===== config.mk =====
export PLATFORM = sky130hd
export DESIGN_NAME = regfile_ctrl_flat
export DESIGN_NICKNAME = d
export VERILOG_FILES = /design/src/rtl/regfile_ctrl_pkg.sv /design/src/rtl/regfile_ctrl_if.sv /design/src/rtl/regfile_ctrl_alu.sv /design/src/rtl/regfile_ctrl.sv /design/src/flat_wrapper.sv
export SDC_FILE = /design/constraint.sdc
export NUM_CORES = 1
export LEC_CHECK = 0
export BUFFER_PORTS_ARGS = -buffer_cell sky130_fd_sc_hd__buf_2
export CAP_MARGIN = 20
export CORE_ASPECT_RATIO = 0.8
export CORE_MARGIN = 2
export CORE_UTILIZATION = 50
export CTS_BUF_LIST = sky130_fd_sc_hd__clkbuf_2 sky130_fd_sc_hd__clkbuf_4 sky130_fd_sc_hd__clkbuf_8
export DETAILED_ROUTE_END_ITERATION = 8
export HOLD_SLACK_MARGIN = 0.03
export PLACE_DENSITY_LB_ADDON = 0.15
export SYNTH_ARGS = -nofsm -noshare
export SYNTH_HDL_FRONTEND = slang
export SYNTH_SLANG_ARGS = --single-unit

===== constraint.sdc =====
create_clock -name clk -period 4.9 [get_ports clk]
set_clock_uncertainty 0.1 [all_clocks]
set_input_delay 0.49 -clock clk [delete_from_list [all_inputs] [get_ports clk]]
set_output_delay 0.49 -clock clk [all_outputs]
set_load 0.005 [all_outputs]

===== src/rtl/regfile_ctrl_pkg.sv =====
// Shared types and constants for the regfile_ctrl instruction sequencer.
// Instruction layout: op[7:6], rs[5:4], rt[3:2], rd[1:0]; imm aliases rd.
package regfile_ctrl_pkg;

  localparam int DATA_W  = 8;
  localparam int ADDR_W  = 2;
  localparam int INSTR_W = 8;
  localparam int OP_W    = 2;
  localparam int IMM_W   = 2;

  localparam int OP_LSB  = 6;
  localparam int RS_LSB  = 4;
  localparam int RT_LSB  = 2;
  localparam int RD_LSB  = 0;
  localparam int IMM_LSB = 0;

  typedef enum logic [1:0] {
    OP_ADD  = 2'b00,
    OP_ADDI = 2'b01,
    OP_SUB  = 2'b10,
    OP_NOP  = 2'b11
  } op_e;

  typedef enum logic [1:0] {
    ST_IDLE = 2'b00,
    ST_READ = 2'b01,
    ST_EXEC = 2'b10,
    ST_WB   = 2'b11
  } state_e;

  function automatic logic [DATA_W-1:0] sext_imm(input logic [IMM_W-1:0] imm);
    return {{(DATA_W-IMM_W){imm[IMM_W-1]}}, imm};
  endfunction

endpackage


===== src/rtl/regfile_ctrl_if.sv =====
// Instruction handshake plus register-file port bundle for regfile_ctrl.
// slave = the controller, master = instruction source / register file side.
interface regfile_ctrl_if;
  import regfile_ctrl_pkg::*;

  logic               instr_valid;
  logic               instr_ready;
  logic [INSTR_W-1:0] instr;
  logic [ADDR_W-1:0]  rf_read_reg1;
  logic [ADDR_W-1:0]  rf_read_reg2;
  logic [DATA_W-1:0]  rf_read_data1;
  logic [DATA_W-1:0]  rf_read_data2;
  logic [ADDR_W-1:0]  rf_write_reg;
  logic [DATA_W-1:0]  rf_write_data;
  logic               rf_reg_write;
  logic               done;
  logic               ovf;

  modport slave (
    input  instr_valid, instr, rf_read_data1, rf_read_data2,
    output instr_ready, rf_read_reg1, rf_read_reg2, rf_write_reg,
           rf_write_data, rf_reg_write, done, ovf
  );

  modport master (
    output instr_valid, instr, rf_read_data1, rf_read_data2,
    input  instr_ready, rf_read_reg1, rf_read_reg2, rf_write_reg,
           rf_write_data, rf_reg_write, done, ovf
  );

endinterface


===== src/rtl/regfile_ctrl_alu.sv =====
// Combinational ALU for regfile_ctrl: ADD / ADDI / SUB modulo 2^DATA_W.
// Signed-overflow detection exists only when REGFILE_CTRL_OVF_EN is defined.
module regfile_ctrl_alu
  import regfile_ctrl_pkg::*;
(
  input  logic [DATA_W-1:0] op_a,
  input  logic [DATA_W-1:0] op_b,
  input  logic [DATA_W-1:0] imm_ext,
  input  op_e               op,
  output logic [DATA_W-1:0] result,
  output logic              ovf
);

  // Result select; carry and borrow fall off the top bit.
  always_comb begin
    result = {DATA_W{1'b0}};
    case (op)
      OP_ADD:  result = op_a + op_b;
      OP_ADDI: result = op_a + imm_ext;
      OP_SUB:  result = op_a - op_b;
      OP_NOP:  result = {DATA_W{1'b0}};
      default: result = {DATA_W{1'b0}};
    endcase
  end

`ifdef REGFILE_CTRL_OVF_EN
  // Two's-complement overflow: operand signs vs. result sign.
  always_comb begin
    ovf = 1'b0;
    case (op)
      OP_ADD:  ovf = (op_a[DATA_W-1] == op_b[DATA_W-1]) && (result[DATA_W-1] != op_a[DATA_W-1]);
      OP_ADDI: ovf = (op_a[DATA_W-1] == imm_ext[DATA_W-1]) && (result[DATA_W-1] != op_a[DATA_W-1]);
      OP_SUB:  ovf = (op_a[DATA_W-1] != op_b[DATA_W-1]) && (result[DATA_W-1] != op_a[DATA_W-1]);
      OP_NOP:  ovf = 1'b0;
      default: ovf = 1'b0;
    endcase
  end
`else
  assign ovf = 1'b0;
`endif

endmodule


===== src/rtl/regfile_ctrl.sv =====
// regfile_ctrl: IDLE/READ/EXEC/WB sequencer, one instruction per 4 cycles.
// Define REGFILE_CTRL_OVF_EN to enable the sticky signed-overflow flag on ovf.
module regfile_ctrl
  import regfile_ctrl_pkg::*;
(
  input  logic          clk,
  input  logic          rst_n,
  regfile_ctrl_if.slave bus
);

  state_e             state_r;
  state_e             state_s;
  logic [INSTR_W-1:0] ir_r;
  logic [DATA_W-1:0]  opa_r;
  logic [DATA_W-1:0]  opb_r;
  logic [DATA_W-1:0]  res_r;
  logic [DATA_W-1:0]  alu_res_s;
  logic [DATA_W-1:0]  imm_ext_s;
  logic               alu_ovf_s;
  logic               ready_r;
  logic               handshake_s;
  op_e                op_s;

  assign op_s        = op_e'(ir_r[OP_LSB +: OP_W]);
  assign imm_ext_s   = sext_imm(ir_r[IMM_LSB +: IMM_W]);
  assign handshake_s = bus.instr_valid && ready_r;

  regfile_ctrl_alu u_alu (
    .op_a    (opa_r),
    .op_b    (opb_r),
    .imm_ext (imm_ext_s),
    .op      (op_s),
    .result  (alu_res_s),
    .ovf     (alu_ovf_s)
  );

  // Next-state decode.
  always_comb begin
    state_s = state_r;
    case (state_r)
      ST_IDLE: begin
        if (handshake_s) state_s = ST_READ;
        else             state_s = ST_IDLE;
      end
      ST_READ: state_s = ST_EXEC;
      ST_EXEC: state_s = ST_WB;
      ST_WB:   state_s = ST_IDLE;
      default: state_s = ST_IDLE;
    endcase
  end

  // State register; ready is registered so it stays low throughout reset.
  always_ff @(posedge clk or negedge rst_n) begin
    if (!rst_n) begin
      state_r <= ST_IDLE;
      ready_r <= 1'b0;
    end else begin
      state_r <= state_s;
      ready_r <= (state_s == ST_IDLE);
    end
  end

  // Instruction capture and operand/result pipeline registers.
  always_ff @(posedge clk or negedge rst_n) begin
    if (!rst_n) begin
      ir_r  <= {INSTR_W{1'b0}};
      opa_r <= {DATA_W{1'b0}};
      opb_r <= {DATA_W{1'b0}};
      res_r <= {DATA_W{1'b0}};
    end else begin
      if (handshake_s)          ir_r  <= bus.instr;
      if (state_r == ST_READ) begin
        opa_r <= bus.rf_read_data1;
        opb_r <= bus.rf_read_data2;
      end
      if (state_r == ST_EXEC)   res_r <= alu_res_s;
    end
  end

`ifdef REGFILE_CTRL_OVF_EN
  logic ovf_pend_r;
  logic ovf_r;

  // Overflow is computed in EXEC and published on the WB edge; NOP leaves it alone.
  always_ff @(posedge clk or negedge rst_n) begin
    if (!rst_n) begin
      ovf_pend_r <= 1'b0;
      ovf_r      <= 1'b0;
    end else begin
      if (state_r == ST_EXEC) ovf_pend_r <= alu_ovf_s;
      if ((state_r == ST_WB) && (op_s != OP_NOP)) ovf_r <= ovf_pend_r;
    end
  end

  assign bus.ovf = ovf_r;
`else
  assign bus.ovf = alu_ovf_s;
`endif

  assign bus.instr_ready   = ready_r;
  assign bus.rf_read_reg1  = ir_r[RS_LSB +: ADDR_W];
  assign bus.rf_read_reg2  = ir_r[RT_LSB +: ADDR_W];
  assign bus.rf_write_reg  = (op_s == OP_ADDI) ? ir_r[RT_LSB +: ADDR_W] : ir_r[RD_LSB +: ADDR_W];
  assign bus.rf_write_data = res_r;
  assign bus.rf_reg_write  = (state_r == ST_WB) && (op_s != OP_NOP);
  assign bus.done          = (state_r == ST_WB);

endmodule


===== src/flat_wrapper.sv =====
// flat-port wrapper written by rule: the top's interface ports become plain ports
module regfile_ctrl_flat import regfile_ctrl_pkg::*;
  (clk, rst_n, bus_instr_valid, bus_instr, bus_rf_read_data1, bus_rf_read_data2, bus_instr_ready, bus_rf_read_reg1, bus_rf_read_reg2, bus_rf_write_reg, bus_rf_write_data, bus_rf_reg_write, bus_done, bus_ovf);
  regfile_ctrl_if bus_i ();
  input  logic clk;
  input  logic rst_n;
  input wire logic [$bits(bus_i.instr_valid)-1:0] bus_instr_valid;
  input wire logic [$bits(bus_i.instr)-1:0] bus_instr;
  input wire logic [$bits(bus_i.rf_read_data1)-1:0] bus_rf_read_data1;
  input wire logic [$bits(bus_i.rf_read_data2)-1:0] bus_rf_read_data2;
  output wire logic [$bits(bus_i.instr_ready)-1:0] bus_instr_ready;
  output wire logic [$bits(bus_i.rf_read_reg1)-1:0] bus_rf_read_reg1;
  output wire logic [$bits(bus_i.rf_read_reg2)-1:0] bus_rf_read_reg2;
  output wire logic [$bits(bus_i.rf_write_reg)-1:0] bus_rf_write_reg;
  output wire logic [$bits(bus_i.rf_write_data)-1:0] bus_rf_write_data;
  output wire logic [$bits(bus_i.rf_reg_write)-1:0] bus_rf_reg_write;
  output wire logic [$bits(bus_i.done)-1:0] bus_done;
  output wire logic [$bits(bus_i.ovf)-1:0] bus_ovf;
  assign bus_i.instr_valid = bus_instr_valid;
  assign bus_i.instr = bus_instr;
  assign bus_i.rf_read_data1 = bus_rf_read_data1;
  assign bus_i.rf_read_data2 = bus_rf_read_data2;
  assign bus_instr_ready = bus_i.instr_ready;
  assign bus_rf_read_reg1 = bus_i.rf_read_reg1;
  assign bus_rf_read_reg2 = bus_i.rf_read_reg2;
  assign bus_rf_write_reg = bus_i.rf_write_reg;
  assign bus_rf_write_data = bus_i.rf_write_data;
  assign bus_rf_reg_write = bus_i.rf_reg_write;
  assign bus_done = bus_i.done;
  assign bus_ovf = bus_i.ovf;
  regfile_ctrl u_core (.clk(clk), .rst_n(rst_n), .bus(bus_i));
endmodule

==> results of run 1 <==
-- layout make-up --
| class | instances | area share |
|---|---|---|
| clock inverters | 1 | 0.00215 |
| flip-flops and latches | 35 | 0.376 |
| clock buffers | 7 | 0.0360 |
| inverters | 21 | 0.0338 |
| well taps | 55 | 0.0295 |
| repair buffers | 43 | 0.0923 |
| multi-input cells | 134 | 0.430 |
-- cells by family after synthesis --
| group | share of synthesized area |
|---|---|
| AO/OA/AOI/OAI | 0.139 |
| XOR/XNOR | 0.00871 |
| adder cells (fa/ha/maj) | 0.116 |
| buffers and inverters | 0.0659 |
| flip-flops | 0.435 |
| multiplexers | 0.118 |
| other | 0.00186 |
| AND/OR/NAND/NOR | 0.116 |
-- routing by layer --
| layer | vias up | GRT usage |
|---|---|---|
| met1 | 669 | 0.269 |
| met3 | 7 | 0.0449 |
| li1 | 773 | - |
| met2 | 33 | 0.273 |
| met4 | 0 | 0.0765 |
| met5 | - | 0 |
-- power by group --
| part | switching (mW) | leakage [nW] | internal (mW) |
|---|---|---|---|
| Combinational | 0.602 | 0.658 | 0.542 |
| Sequential | 0.117 | 0.420 | 0.441 |
| Clock | 0.0982 | 0.0491 | 0.111 |
-- synthesized netlist by cell type (3+ instances only) --
| library cell | number |
|---|---|
| a21boi_0 | 3 |
| a21oi_1 | 16 |
| buf_4 | 5 |
| clkbuf_1 | 3 |
| dfrtp_1 | 35 |
| ha_1 | 17 |
| inv_1 | 21 |
| mux2_2 | 21 |
| nand2_1 | 14 |
| nor2_1 | 10 |
| nor2b_1 | 5 |
| nor3_1 | 4 |
| o21ai_0 | 12 |
| o32ai_1 | 5 |
| or3_1 | 3 |
-- worst max-delay path, cell delays in order, from the launching register on --
cell and delay (ns):
dfrtp_1 0.39, inv_1 0.06, ha_1 0.48, nor2b_1 0.34, a21oi_1 0.08, a21oi_1 0.16, nor2_1 0.06, ha_1 0.29
nor2b_1 0.15, o21ai_0 0.18, a21boi_0 0.15, o21a_1 0.20, o21a_1 0.17, o32ai_1 0.24
-- placed cells by master, fill, tap and decap left out, drive strengths merged, types with 2 or more instances in the layout --
cell type / instances
buf: 43
dfrtp: 35
inv: 21
mux2: 21
ha: 17
a21oi: 16
nand2: 14
o21ai: 12
nor2: 10
clkbuf: 7
nor2b: 5
o32ai: 5
or3: 5
nor3: 4
a21boi: 3
a22oi: 2
a31oi: 2
o31ai: 2
xnor2: 2
o21a: 2
-- worst max path at each step --
stage	startpoint	to	slack [ns]	depth (start not counted)
floorplan	u_core.ir_r[6]$_DFFE_PN0P_	u_core.bus.rf_write_data[6]$_DFFE_PN0P_	2.04	14
global placement	u_core.ir_r[6]$_DFFE_PN0P_	u_core.bus.rf_write_data[6]$_DFFE_PN0P_	1.84	13
detailed placement	u_core.ir_r[6]$_DFFE_PN0P_	u_core.bus.rf_write_data[6]$_DFFE_PN0P_	1.77	13
CTS	u_core.ir_r[6]$_DFFE_PN0P_	u_core.bus.rf_write_data[6]$_DFFE_PN0P_	1.75	13
global route	u_core.ir_r[6]$_DFFE_PN0P_	u_core.bus.rf_write_data[6]$_DFFE_PN0P_	1.44	13
finish	u_core.ir_r[6]$_DFFE_PN0P_	u_core.bus.rf_write_data[6]$_DFFE_PN0P_	1.74	13
-- stage by stage --
stage	worst slack, ns	hold slack [ns]	area (µm²)	total power, mW
5_1_grt	1.44	0.228	2330	2.14
6_report	1.74	0.168	2330	1.91
3_3_place_gp	1.84	0.373	2240	1.68
2_1_floorplan	2.04	0.0944	2010	1.44
3_5_place_dp	1.77	0.370	2240	1.70
4_1_cts	1.75	0.199	2330	1.93
-- registers in the layout, indices dropped and copies added (netlist names) --
signal                    cells
u_core.state_r                2
u_core.ir_r                   8
u_core.bus.instr_ready        1
u_core.opa_r                  8
u_core.bus.rf_write_data      8
u_core.opb_r                  8
==> impl_metrics.json, run 1 <==
{
  "first_pass_iters": 5,
  "grt_pass1_wl_um": 6290,
  "postCtsResizedCells": 0,
  "reg2reg_from": "u_core.ir_r[6]$_DFFE_PN0P_",
  "io_buffer_count": 43,
  "drtIter0Drc": 37,
  "cts_buffer_depth": 2,
  "synth_ff_type": "dfrtp_1",
  "wl_met3_um": 160,
  "nFillCells": 376,
  "start_kind": "register",
  "wirelength_um": 3700,
  "area_delta_synth_final_pct": 15.9,
  "syn_inst": 199,
  "cts_buffers": 5,
  "max_freq_mhz": 317,
  "yosys_register_bits": 35,
  "setup_viol": 0,
  "nets": 285,
  "cp.arrival_ns": 3.25,
  "die-area_um2": 4550,
  "cts.clk_slew.worst_paths_ns": 0.07,
  "hpwl_um": 2810,
  "cts_tree": "yes",
  "drc_errors": 0,
  "power.static_leakage_nw": 1.13,
  "fin_crit_ns": 3.16,
  "via_count": 1482,
  "rows": 20,
  "ff2ff_path_depth": 13,
  "setup_tns_ns": 0,
  "register_area_um2": 876,
  "root_buffer": "clkbuf_8",
  "place_inst": 288,
  "synthArstFlopShare": 1.00,
  "grt.overflow.total": 0,
  "power.density_nw_per_um2": 819,
  "num_antenna_cells": 0,
  "ys_types": 34,
  "viasPerCell": 5.01,
  "post_cts_buffers": 0,
  "path_class": "reg -> reg",
  "cp_data_required_time_ns": 4.99,
  "synth_top_area_frac": 0.435,
  "start_util": 0.525,
  "antenna_found_initial": 0,
  "critPathMaxFanout": 18,
  "synth_nets": 244,
  "htreeDepth": 2,
  "wire_per_inst_um": 12.5,
  "end_kind": "register",
  "finalCritPeriodShare": 0.644,
  "dr_wl_met2_um": 1610,
  "synth_area_um2": 2010,
  "drv_cap": 0,
  "rsz0062_at_grt": "no",
  "die_h_um": 60.7,
  "routed.top_layer": "met4",
  "drive_gt1_frac": 0.307,
  "synth_top_cell_by_area": "dfrtp_1",
  "clock_latency_ns": 0.29,
  "worstMarginPinSlew_ns": 0.773,
  "ant_nets": 0,
  "post-route-util": 0.609,
  "hold_path.class": "in -> async",
  "drt-met1-wl_um": 1860,
  "top_level_ports": 45,
  "multi_input_area_um2": 1000,
  "stdcell_count": 296,
  "synth_area_per_cell_um2": 10.1,
  "rrSetupSlack_ns": 1.74,
  "grt_usage": 0.187,
  "grt_pass1_vias": 1359,
  "ctsHoldBuffers": 0,
  "place_congestion": 0.766,
  "grt_start_max_net_pins": 36,
  "worst_ir_drop_vdd_mv": 0.352,
  "reg2reg_to": "u_core.bus.rf_write_data[6]$_DFFE_PN0P_",
  "design.core.area_um2": 3830,
  "hold_viol_final": 0,
  "synth_edf_count": 0,
  "cts.sinks": 35,
  "die_w_um": 74.9,
  "final-max-slew-violation-count": 0,
  "synth_seq_area_share": 0.435,
  "ys_top_cells_by_area": "dfrtp_1, mux2_2, ha_1, a21oi_1, inv_1",
  "slew_headroom": 0.485,
  "ys.warnings.count": 0,
  "outcome": "complete, no violations"
}
Note: power is estimated with default switching activity, not from simulation.
==> inputs of run 2 (changes only) <==
--- a/config.mk
+++ b/config.mk
@@ -5,6 +5,7 @@
 export SDC_FILE = /design/constraint.sdc
 export NUM_CORES = 1
 export LEC_CHECK = 0
+export ABC_AREA = 1
 export BUFFER_PORTS_ARGS = -buffer_cell sky130_fd_sc_hd__buf_2
 export CAP_MARGIN = 20
 export CORE_ASPECT_RATIO = 0.8
==> constraint.sdc (replaced) <==
create_clock -name clk -period 3.2 [get_ports clk]
set_clock_uncertainty 0.1 [all_clocks]
set_input_delay 0.32 -clock clk [delete_from_list [all_inputs] [get_ports clk]]
set_output_delay 0.32 -clock clk [all_outputs]
set_load 0.005 [all_outputs]
==> impl_metrics.json, run 2 <==
{
  "startpoint": "u_core.ir_r[6]$_DFFE_PN0P_",
  "rows": 20,
  "synth_edf_count": 0,
  "via_count": 1598,
  "start_util": 0.533,
  "grt_start_max_net_pins": 36,
  "synth_area_um2": 2070,
  "critPathMaxFanout": 8,
  "synth_area_per_cell_um2": 8.76,
  "ys.warnings.count": 0,
  "pwr-share-seq": 0.260,
  "yosys_register_bits": 35,
  "hold_start": "bus_rf_read_data2[2]",
  "setup_viol": 0,
  "p_comb_frac": 0.625,
  "io_buffer_count": 43,
  "synth_top_cell_by_area": "dfrtp_1",
  "area_delta_synth_final_pct": 16.9,
  "synthArstFlopShare": 1.00,
  "top_level_ports": 45,
  "drv_cap": 0,
  "place_inst": 326,
  "cts_buffers": 5,
  "synth_seq_area_share": 0.423,
  "num_antenna_cells": 0,
  "final_common_cell": "nand2_1",
  "max_freq_mhz": 381,
  "reg2reg_from": "u_core.ir_r[6]$_DFFE_PN0P_",
  "wirelength_um": 3830,
  "power.static_leakage_nw": 1.25,
  "hold_viol_final": 0,
  "grt_usage": 0.185,
  "cts.sinks": 35,
  "worst_ir_drop_vdd_mv": 0.493,
  "finalCritPeriodShare": 0.821,
  "fin_crit_ns": 2.63,
  "synth_most_common_cell": "nand2_1",
  "drtIter0Drc": 37,
  "cts_buffer_depth": 2,
  "wire_per_inst_um": 11.4,
  "power.density_nw_per_um2": 1280,
  "path_class": "reg -> reg",
  "stdcell_count": 335,
  "cts_tree": "yes",
  "hold_path.class": "in -> reg",
  "viasPerCell": 4.77,
  "clock_power_share": 0.115,
  "top_usage_layer": "met2",
  "synth_top_area_frac": 0.423,
  "synth_nets": 281,
  "die-area_um2": 4670,
  "clock_latency_ns": 0.29,
  "worstMarginPinSlew_ns": 0.747,
  "grt_use_met2": 0.307,
  "cp.arrival_ns": 2.70,
  "switchingPower_mw": 1.43,
  "rsz0062_at_grt": "no",
  "cts.clk_slew.worst_paths_ns": 0.07,
  "hpwl_um": 2950,
  "drc_errors": 0,
  "antenna_found_initial": 0,
  "outcome": "complete, no violations",
  "root_buffer": "clkbuf_8",
  "grt.overflow.total": 0,
  "final-max-slew-violation-count": 0,
  "drive_gt1_frac": 0.286,
  "syn_inst": 236,
  "die_w_um": 75.9,
  "die_h_um": 61.5,
  "grt_pass1_wl_um": 6540,
  "use_met1": 0.241,
  "postCtsResizedCells": 0,
  "ys_top_cells_by_area": "dfrtp_1, ha_1, nand2_1, mux2_2, o21ai_0",
  "grt_util_met3": 0.0411,
  "intPower_mw": 1.68,
  "post_cts_buffers": 0,
  "grt_pass1_vias": 1513,
  "synth_ff_type": "dfrtp_1",
  "setup_tns_ns": 0,
  "ctsHoldBuffers": 1,
  "ant_nets": 0,
  "design.core.area_um2": 3880,
  "htreeDepth": 2,
  "nets": 324,
  "ys_types": 33,
  "end_kind": "register",
  "first_pass_iters": 4,
  "place_congestion": 0.808,
  "synth_commonest_cells": "nand2_1, dfrtp_1, inv_1",
  "slew_headroom": 0.502,
  "cp_data_required_time_ns": 3.28,
  "swShare": 0.459,
  "layout_common_cells": "nand2_1, buf_2, dfrtp_1, inv_1, o21ai_0",
  "start_kind": "register"
}
[run 2: changes by cell type after synthesis, moves of 9 or more]
cell and delta:
nand2_1 +34, mux2_2 -11, o21ai_0 +9, nand3_1 +12
[run 2: final timing paths]
path / to / slack, ns / depth (start not counted)
min reg2reg: u_core.bus.rf_write_data[7]$_DFFE_PN0P_ / 0.38 / 2
max: u_core.bus.rf_write_data[6]$_DFFE_PN0P_ / 0.57 / 16
min: u_core.opb_r[2]$_DFFE_PN0N_ / 0.14 / 3
max reg2reg: u_core.bus.rf_write_data[6]$_DFFE_PN0P_ / 0.57 / 16
min in group asynchronous: u_core.ir_r[3]$_DFFE_PN0P_ / 0.54 / 2
max in group asynchronous: u_core.opa_r[7]$_DFFE_PN0N_ / 1.98 / 2
[run 2: layer usage]
layer	part of all wire	up-vias
li1	-	851
met4	0.019	0
met2	0.42	32
met3	0.044	7
met5	0	-
met1	0.51	708
[run 2: critical path: stages (launching register included)]
cell     delay (ns)
dfrtp_1        0.38
inv_1          0.07
ha_1           0.44
inv_2          0.10
nand2_4        0.10
inv_4          0.04
o21ai_0        0.06
o21ai_0        0.12
ha_1           0.36
a21oi_1        0.21
nand2_1        0.07
nand2_1        0.08
nand2_1        0.05
a21oi_1        0.16
nand2_1        0.07
nand2_1        0.06
o21ai_1        0.05
[run 2: stage by stage]
step / instance area, µm² / hold WS [ns] / setup WS [ns] / util / power [mW]
global route: 2420 / 0.144 / 0.288 / 0.624 / 3.48
finish: 2420 / 0.138 / 0.574 / 0.624 / 3.10
global placement: 2300 / 0.335 / 0.670 / 0.594 / 2.71
CTS: 2420 / 0.131 / 0.581 / 0.624 / 3.13
floorplan: 2070 / -0.0756 / 0.822 / - / 2.33
detailed placement: 2300 / 0.331 / 0.605 / 0.594 / 2.75
[run 2: layout make-up]
cell class | count | area (µm²)
Clock buffer | 8 | 104
Fill cell | 354 | 1460
Inverter | 30 | 115
Multi-Input combinational cell | 162 | 1020
Sequential cell | 35 | 876
Tap cell | 55 | 68.8
Timing Repair Buffer | 45 | 233
[run 2: power by group through the flow]
stage	sequential, mW	clock, mW	combinational (mW)
after global placement	0.807	0	1.91
final	0.807	0.358	1.94
after global routing	0.835	0.390	2.25
after CTS	0.807	0.366	1.96
after floorplan	0.787	0	1.55
after detailed placement	0.815	0	1.94
[run 2: cell families (layout without fill, tap and decap cells)]
logic type | Yosys count | in the layout | synth area share
AND/OR/NAND/NOR | 87 | 87 | 0.192
multiplexers | 10 | 10 | 0.0544
AO/OA/AOI/OAI | 43 | 43 | 0.121
adder cells (fa/ha/maj) | 18 | 18 | 0.113
other | 1 | 1 | 0.00181
buffers and inverters | 39 | 83 | 0.0823
flip-flops | 35 | 35 | 0.423
XOR/XNOR | 3 | 3 | 0.0127
